==> config.mk <==
export PLATFORM = sky130hd
export DESIGN_NAME = fir_out_decimator
export DESIGN_NICKNAME = d
export VERILOG_FILES = /design/src/rtl/fir_pkg.sv /design/src/rtl/fir_out_decimator_sync_fifo.sv /design/src/rtl/fir_out_decimator.sv
export SDC_FILE = /design/constraint.sdc
export NUM_CORES = 1
export LEC_CHECK = 0
export CELL_PAD_IN_SITES_DETAIL_PLACEMENT = 0
export CELL_PAD_IN_SITES_GLOBAL_PLACEMENT = 1
export CORE_MARGIN = 2
export CORE_UTILIZATION = 45
export CTS_BUF_LIST = sky130_fd_sc_hd__clkbuf_4 sky130_fd_sc_hd__clkbuf_8 sky130_fd_sc_hd__clkbuf_16
export DETAILED_ROUTE_END_ITERATION = 10
export PLACE_DENSITY = 0.84
export SLEW_MARGIN = 20
export SYNTH_ARGS = -nofsm -noshare
export SYNTH_HDL_FRONTEND = slang
export SYNTH_SLANG_ARGS = --single-unit
==> constraint.sdc <==
create_clock -name CLK -period 3.39 [get_ports CLK]
set_input_delay 0.678 -clock CLK [delete_from_list [all_inputs] [get_ports CLK]]
set_output_delay 0.678 -clock CLK [all_outputs]
set_load 0.03 [all_outputs]
==> src/rtl/fir_pkg.sv <==
// Shared types and constants for the FIR filter chain.
// The FIR filter and the output decimator both import this package.
package fir_pkg;

  localparam int SAMPLE_W = 16;

  typedef logic signed [SAMPLE_W-1:0] sample_t;

  localparam sample_t SAT_MAX = 16'sh7FFF;
  localparam sample_t SAT_MIN = 16'sh8000;

  typedef enum logic {
    ST_WARMUP,
    ST_ACCUM
  } state_e;

endpackage

==> src/rtl/fir_out_decimator_sync_fifo.sv <==
// Synchronous show-ahead FIFO. Storage depth is a power of two.
// A push into a full FIFO is accepted only when a pop happens in the same cycle.
module sync_fifo #(
  parameter int WIDTH = 16,
  parameter int DEPTH = 8
) (
  input  logic                     clk,
  input  logic                     rst,
  input  logic                     push,
  input  logic [WIDTH-1:0]         din,
  input  logic                     pop,
  output logic [WIDTH-1:0]         dout,
  output logic                     full,
  output logic                     empty,
  output logic [$clog2(DEPTH):0]   level
);

  localparam int AW = $clog2(DEPTH);
  localparam int LW = AW + 1;

  logic [WIDTH-1:0] mem_q [DEPTH];
  logic [AW-1:0]    wr_ptr_q;
  logic [AW-1:0]    rd_ptr_q;
  logic [LW-1:0]    level_q;
  logic             do_push;
  logic             do_pop;

  assign empty   = (level_q == '0);
  assign full    = (level_q == LW'(DEPTH));
  assign do_pop  = pop && !empty;
  assign do_push = push && (!full || do_pop);

  // NOTE: sequential state uses non-blocking assignments so every register samples pre-edge values.
  always_ff @(posedge clk) begin
    if (rst) begin
      wr_ptr_q <= '0;
      rd_ptr_q <= '0;
      level_q  <= '0;
    end else begin
      if (do_push) wr_ptr_q <= wr_ptr_q + 1'b1;
      if (do_pop)  rd_ptr_q <= rd_ptr_q + 1'b1;
      case ({do_push, do_pop})
        2'b10:   level_q <= level_q + 1'b1;
        2'b01:   level_q <= level_q - 1'b1;
        default: level_q <= level_q;
      endcase
    end
  end

  // NOTE: the storage array is deliberately not reset; level_q gates visibility, so stale words never reach dout.
  always_ff @(posedge clk) begin
    if (do_push) mem_q[wr_ptr_q] <= din;
  end

  assign dout  = empty ? '0 : mem_q[rd_ptr_q];
  assign level = level_q;

endmodule

==> src/rtl/fir_out_decimator.sv <==
// Post-FIR stage: drops the start-up transient, boxcar-averages blocks of 2**LOG2_DECIM samples
// with round-half-up and saturation, and queues results behind a valid/ready interface.
module fir_out_decimator
  import fir_pkg::*;
#(
  parameter int LOG2_DECIM = 2,
  parameter int WARMUP     = 8,
  parameter int FIFO_DEPTH = 8
) (
  input  logic                          CLK,
  input  logic                          RST,
  input  sample_t                       in_sample,
  input  logic                          in_en,
  output sample_t                       out_data,
  output logic                          out_valid,
  input  logic                          out_ready,
  output logic [$clog2(FIFO_DEPTH):0]   fifo_level,
  output logic                          overflow,
  input  logic                          clr_overflow
);

  localparam int     R     = 1 << LOG2_DECIM;
  localparam int     ACC_W = SAMPLE_W + LOG2_DECIM;
  localparam int     DCW   = (LOG2_DECIM < 1) ? 1 : LOG2_DECIM;
  localparam int     WCW   = (WARMUP < 2) ? 1 : $clog2(WARMUP);
  localparam state_e RST_STATE = (WARMUP == 0) ? ST_ACCUM : ST_WARMUP;
  localparam logic signed [ACC_W:0] BIAS = (ACC_W+1)'(R / 2);

  state_e                  state_q, state_d;
  logic [WCW-1:0]          warm_cnt_q, warm_cnt_d;
  logic [DCW-1:0]          dec_cnt_q, dec_cnt_d;
  logic signed [ACC_W-1:0] acc_q, acc_d;
  logic                    overflow_q, overflow_d;

  logic signed [ACC_W-1:0] sum;
  logic signed [ACC_W:0]   biased;
  logic signed [ACC_W:0]   scaled;
  sample_t                 result;
  logic                    push;
  logic                    pop;
  logic                    drop;
  logic                    fifo_full;
  logic                    fifo_empty;

  // A full block of R int16 samples fits in ACC_W bits, so the sum itself never wraps.
  always_comb begin
    sum    = acc_q + ACC_W'(in_sample);
    biased = (ACC_W+1)'(sum) + BIAS;
    scaled = biased >>> LOG2_DECIM;
    if (scaled > (ACC_W+1)'(SAT_MAX)) begin
      result = SAT_MAX;
    end else if (scaled < (ACC_W+1)'(SAT_MIN)) begin
      result = SAT_MIN;
    end else begin
      result = sample_t'(scaled);
    end
  end

  // NOTE: every combinational output gets a default first, so no path through the block infers a latch.
  always_comb begin
    state_d    = state_q;
    warm_cnt_d = warm_cnt_q;
    dec_cnt_d  = dec_cnt_q;
    acc_d      = acc_q;
    push       = 1'b0;
    if (in_en) begin
      unique case (state_q)
        ST_WARMUP: begin
          if (warm_cnt_q == WCW'(WARMUP - 1)) begin
            state_d    = ST_ACCUM;
            warm_cnt_d = '0;
          end else begin
            warm_cnt_d = warm_cnt_q + 1'b1;
          end
        end
        ST_ACCUM: begin
          if (dec_cnt_q == DCW'(R - 1)) begin
            push      = 1'b1;
            acc_d     = '0;
            dec_cnt_d = '0;
          end else begin
            acc_d     = sum;
            dec_cnt_d = dec_cnt_q + 1'b1;
          end
        end
      endcase
    end
  end

  assign pop  = out_valid && out_ready;
  assign drop = push && fifo_full && !pop;

  // A drop in the same cycle as a clear leaves the flag set.
  always_comb begin
    overflow_d = overflow_q;
    if (drop) begin
      overflow_d = 1'b1;
    end else if (clr_overflow) begin
      overflow_d = 1'b0;
    end
  end

  always_ff @(posedge CLK) begin
    if (RST) begin
      state_q    <= RST_STATE;
      warm_cnt_q <= '0;
      dec_cnt_q  <= '0;
      acc_q      <= '0;
      overflow_q <= 1'b0;
    end else begin
      state_q    <= state_d;
      warm_cnt_q <= warm_cnt_d;
      dec_cnt_q  <= dec_cnt_d;
      acc_q      <= acc_d;
      overflow_q <= overflow_d;
    end
  end

  sync_fifo #(
    .WIDTH (SAMPLE_W),
    .DEPTH (FIFO_DEPTH)
  ) u_fifo (
    .clk   (CLK),
    .rst   (RST),
    .push  (push),
    .din   (result),
    .pop   (pop),
    .dout  (out_data),
    .full  (fifo_full),
    .empty (fifo_empty),
    .level (fifo_level)
  );

  assign out_valid = !fifo_empty;
  assign overflow  = overflow_q;

endmodule
==> flow_metrics.py <==
metrics = {
    "cts": {
        "htreeDepth": 4,
        "cts-buffers-inserted": 17,
        "insertion_delay_ns": 0.43,
        "clk_path_buf_depth": 2,
        "clock-sinks": 166,
        "clock-root-buffer": "clkbuf_16",
        "cts_tree": "built",
        "hold_buffers": 0,
        "clk_pin_slew_ns": 0.07,
    },
    "worst_setup_path": {
        "crit_path_start_kind": "input pin",
        "required_ns": 3.55,
        "path_max_fanout": 8,
        "cp_data_arrival_time_ns": 3.50,
        "max_stage_delay_ns": 0.52,
        "slowest_stage": "clkdlybuf4s50_1",
        "path_buf_inv": 3,
        "crit_type": "input pin to register",
        "critPathCaptureType": "register",
        "crit_chain": "clkdlybuf4s50_1 > ha_4 > nand2_1 > a211oi_4 > buf_4 > o31a_1 > o311ai_4 > nand3_2 > or3b_4 > nor4_4 > buf_12 > o21ai_4",
        "crit_family": "simple AND/OR/NAND/NOR gates",
    },
    "timing": {
        "setup_violations": 0,
        "final-max-slew-violation-count": 0,
        "hold_violations": 0,
        "fin_crit_sh_pct": 98.4,
        "worst_pin_slew_ns": 0.781,
        "finClkSkew_ns": 0.00762,
        "relSlewSlack_pct": 47.9,
        "fin_hold_ws_ns": 0.469,
        "fin_crit_ns": 3.34,
        "fin_setup_tns_ns": 0,
        "fmax_mhz": 300,
    },
    "synth": {
        "synth_fp_nets": 621,
        "ys_top_cells_by_count": "edfxtp_1, nor2_1, dfxtp_1",
        "yosys_warnings": 0,
        "synth_compound_area_share_pct": 8.56,
        "synthArstFlopShare_pct": 0,
        "synth_top_family_by_area": "multiplexers",
        "synth_cells": 573,
        "muxShareOfSynthArea_pct": 12.3,
        "synth_area_leaders": "edfxtp_1, dfxtp_1, mux4_2",
        "synth-simple-area-share_pct": 10.6,
        "ys_types": 62,
        "synth_edf_count": 128,
        "synth_xor_area_share_pct": 3.14,
        "yosysTopAreaCell": "edfxtp_1",
        "avgSynthCellArea_sq_um": 13.6,
        "ys_seq_elements": 166,
        "synthAdderAreaFrac_pct": 4.52,
        "yosys.area.top_type_share_pct": 49.3,
        "seq_area_frac_synth_pct": 59.0,
        "synth_ff_type": "edfxtp_1",
        "yosysMostFrequentCell": "edfxtp_1",
        "synth_area_sq_mm": 0.00780,
    },
    "place": {
        "dpl.hpwl_mm": 11.3,
        "place_congestion": 0.892,
        "place.port_buffers": 42,
    },
    "power": {
        "powerDensity_mw_per_mm2": 544,
        "vdd_ir_drop_max_uv": 446,
        "leakagePower_nw": 3.71,
    },
    "floorplan": {
        "fp.dieH_um": 136,
        "num_rows": 48,
        "floorplan.die_area_sq_mm": 0.0184,
        "pin_count": 43,
        "core_area_sq_mm": 0.0171,
        "die_w_um": 136,
        "initial_core_util_pct": 45.6,
    },
    "grt": {
        "grt_start_max_net_pins": 37,
        "antenna_found_initial": 0,
        "grt_first_pass_wirelength_mm": 28.0,
        "globalRouteOverflowTotal": 0,
        "grt_util_all_layers_pct": 20.1,
        "grt_pass1_vias": 5414,
    },
    "routing": {
        "top_layer": "met4",
        "first_pass_iters": 4,
        "drc": 0,
        "wl_per_cell_um": 18.4,
        "wl_met1_mm": 7.57,
        "viasPerCell": 5.46,
        "met3_length_um": 634,
        "vias": 5266,
        "wl_mm": 17.8,
        "drt_iter0_drc": 288,
        "wl_met2_mm": 9.48,
        "ant_nets": 0,
    },
    "final_layout": {
        "n_antenna_cell": 0,
        "fin_util_pct": 60.5,
        "finalNetCount": 774,
        "syn2layout_area_growth_pct": 32.8,
        "nFillCells": 1306,
        "drive_gt1_share_pct": 33.7,
    },
    "job": {
        "max_cap_violations": 0,
    },
    "run_status": {
        "status": "finished, final reports clean",
    },
    "hold_path": {
        "holdCritPathClass": "register to register",
    },
}
through the flow:
stage               cells  instance area, sq um  total power [mW]  setup slack, ns
global placement      918                  9310              3.74           -0.594
CTS                   956                 10200              5.68         -0.00502
detailed placement    918                  9310              3.77           -0.729
finish                964                 10400              5.64           0.0535
global route          964                 10400              5.88          -0.0225
floorplan             573                  7900              3.24          -0.0538
cell type report:
cell class / instances / area, sq um / area share, %
well taps: 225 / 282 / 2.72
repair buffers: 157 / 1320 / 12.8
inverters: 13 / 48.8 / 0.471
flip-flops and latches: 166 / 4610 / 44.5
clock inverters: 15 / 163 / 1.57
multi-input cells: 371 / 3520 / 33.9
clock buffers: 17 / 425 / 4.11
routing by layer:
metal	vias to the layer above	track usage, %
li1	2522	-
met1	2618	24.9
met2	114	35.7
met3	12	4.30
met4	0	5.56
met5	-	0
placed cells by master, fill, tap and decap left out, drive strengths merged, types with 6 or more instances in the layout:
cell type      instances
clkdlybuf4s50         34
nor2b                  7
dlymetal6s2s           6
dfxtp                 38
xor2                  12
ha                    25
nand2                 25
o21ai                 17
nand3                 11
nand2b                 8
clkbuf                18
nor3                  11
a22oi                 15
mux4                  32
edfxtp               128
xnor2                 16
inv                   19
nor2                  73
nor4                   6
mux2i                 23
a21oi                 27
buf                  115
kinds of logic (layout without fill, tap and decap cells):
kind of cell,count (synthesis),in the layout
and+or+nand+nor,166,166
AOI/OAI and AO/OA,94,94
buffers and inverters,36,202
xor gates and xnor gates,28,28
adders and majority gates,27,27
DFF,166,166
muxes,56,56
where the power goes:
part,leakage (nW),internal [mW],total (mW),switching (mW)
logic,1.97,0.686,1.48,0.795
registers,1.46,2.22,2.26,0.0361
clock network,0.279,1.04,1.90,0.860
total,3.71,3.95,5.64,1.69
tightest hold or removal path, stage by stage, from the launching register on:
cell and delay, ns:
dfxtp_1 0.32, nand2_1 0.05, a21oi_1 0.05
final timing paths:
| check | depth (start not counted) | endpoint | slack (ns) | start |
|---|---|---|---|---|
| worst max-delay path | 12 | u_fifo.mem_q[7][10] | 0.05 | in_sample[5] |
| worst min-delay path | 2 | dec_cnt_q[1] | 0.47 | dec_cnt_q[1] |
| worst max register to register | 13 | u_fifo.mem_q[7][10] | 0.14 | acc_q[0] |
| worst min register to register | 2 | dec_cnt_q[1] | 0.47 | dec_cnt_q[1] |
state kept, by name, summed over array words and instances (netlist names), named ones only:
register	flops
u_fifo.mem_q	128
acc_q	18
u_fifo.level	4
u_fifo.rd_ptr_q	3
u_fifo.wr_ptr_q	3
warm_cnt_q	3
dec_cnt_q	2
overflow	1
state_q	1
what timing repair did:
item | CTS | global route
pin swaps | 19 | 19
buffers inserted | 6 | 8
resized for setup | 35 | 33
endpoints found under the setup margin | 128 | 128
Note: power is estimated with default switching activity, not from simulation.
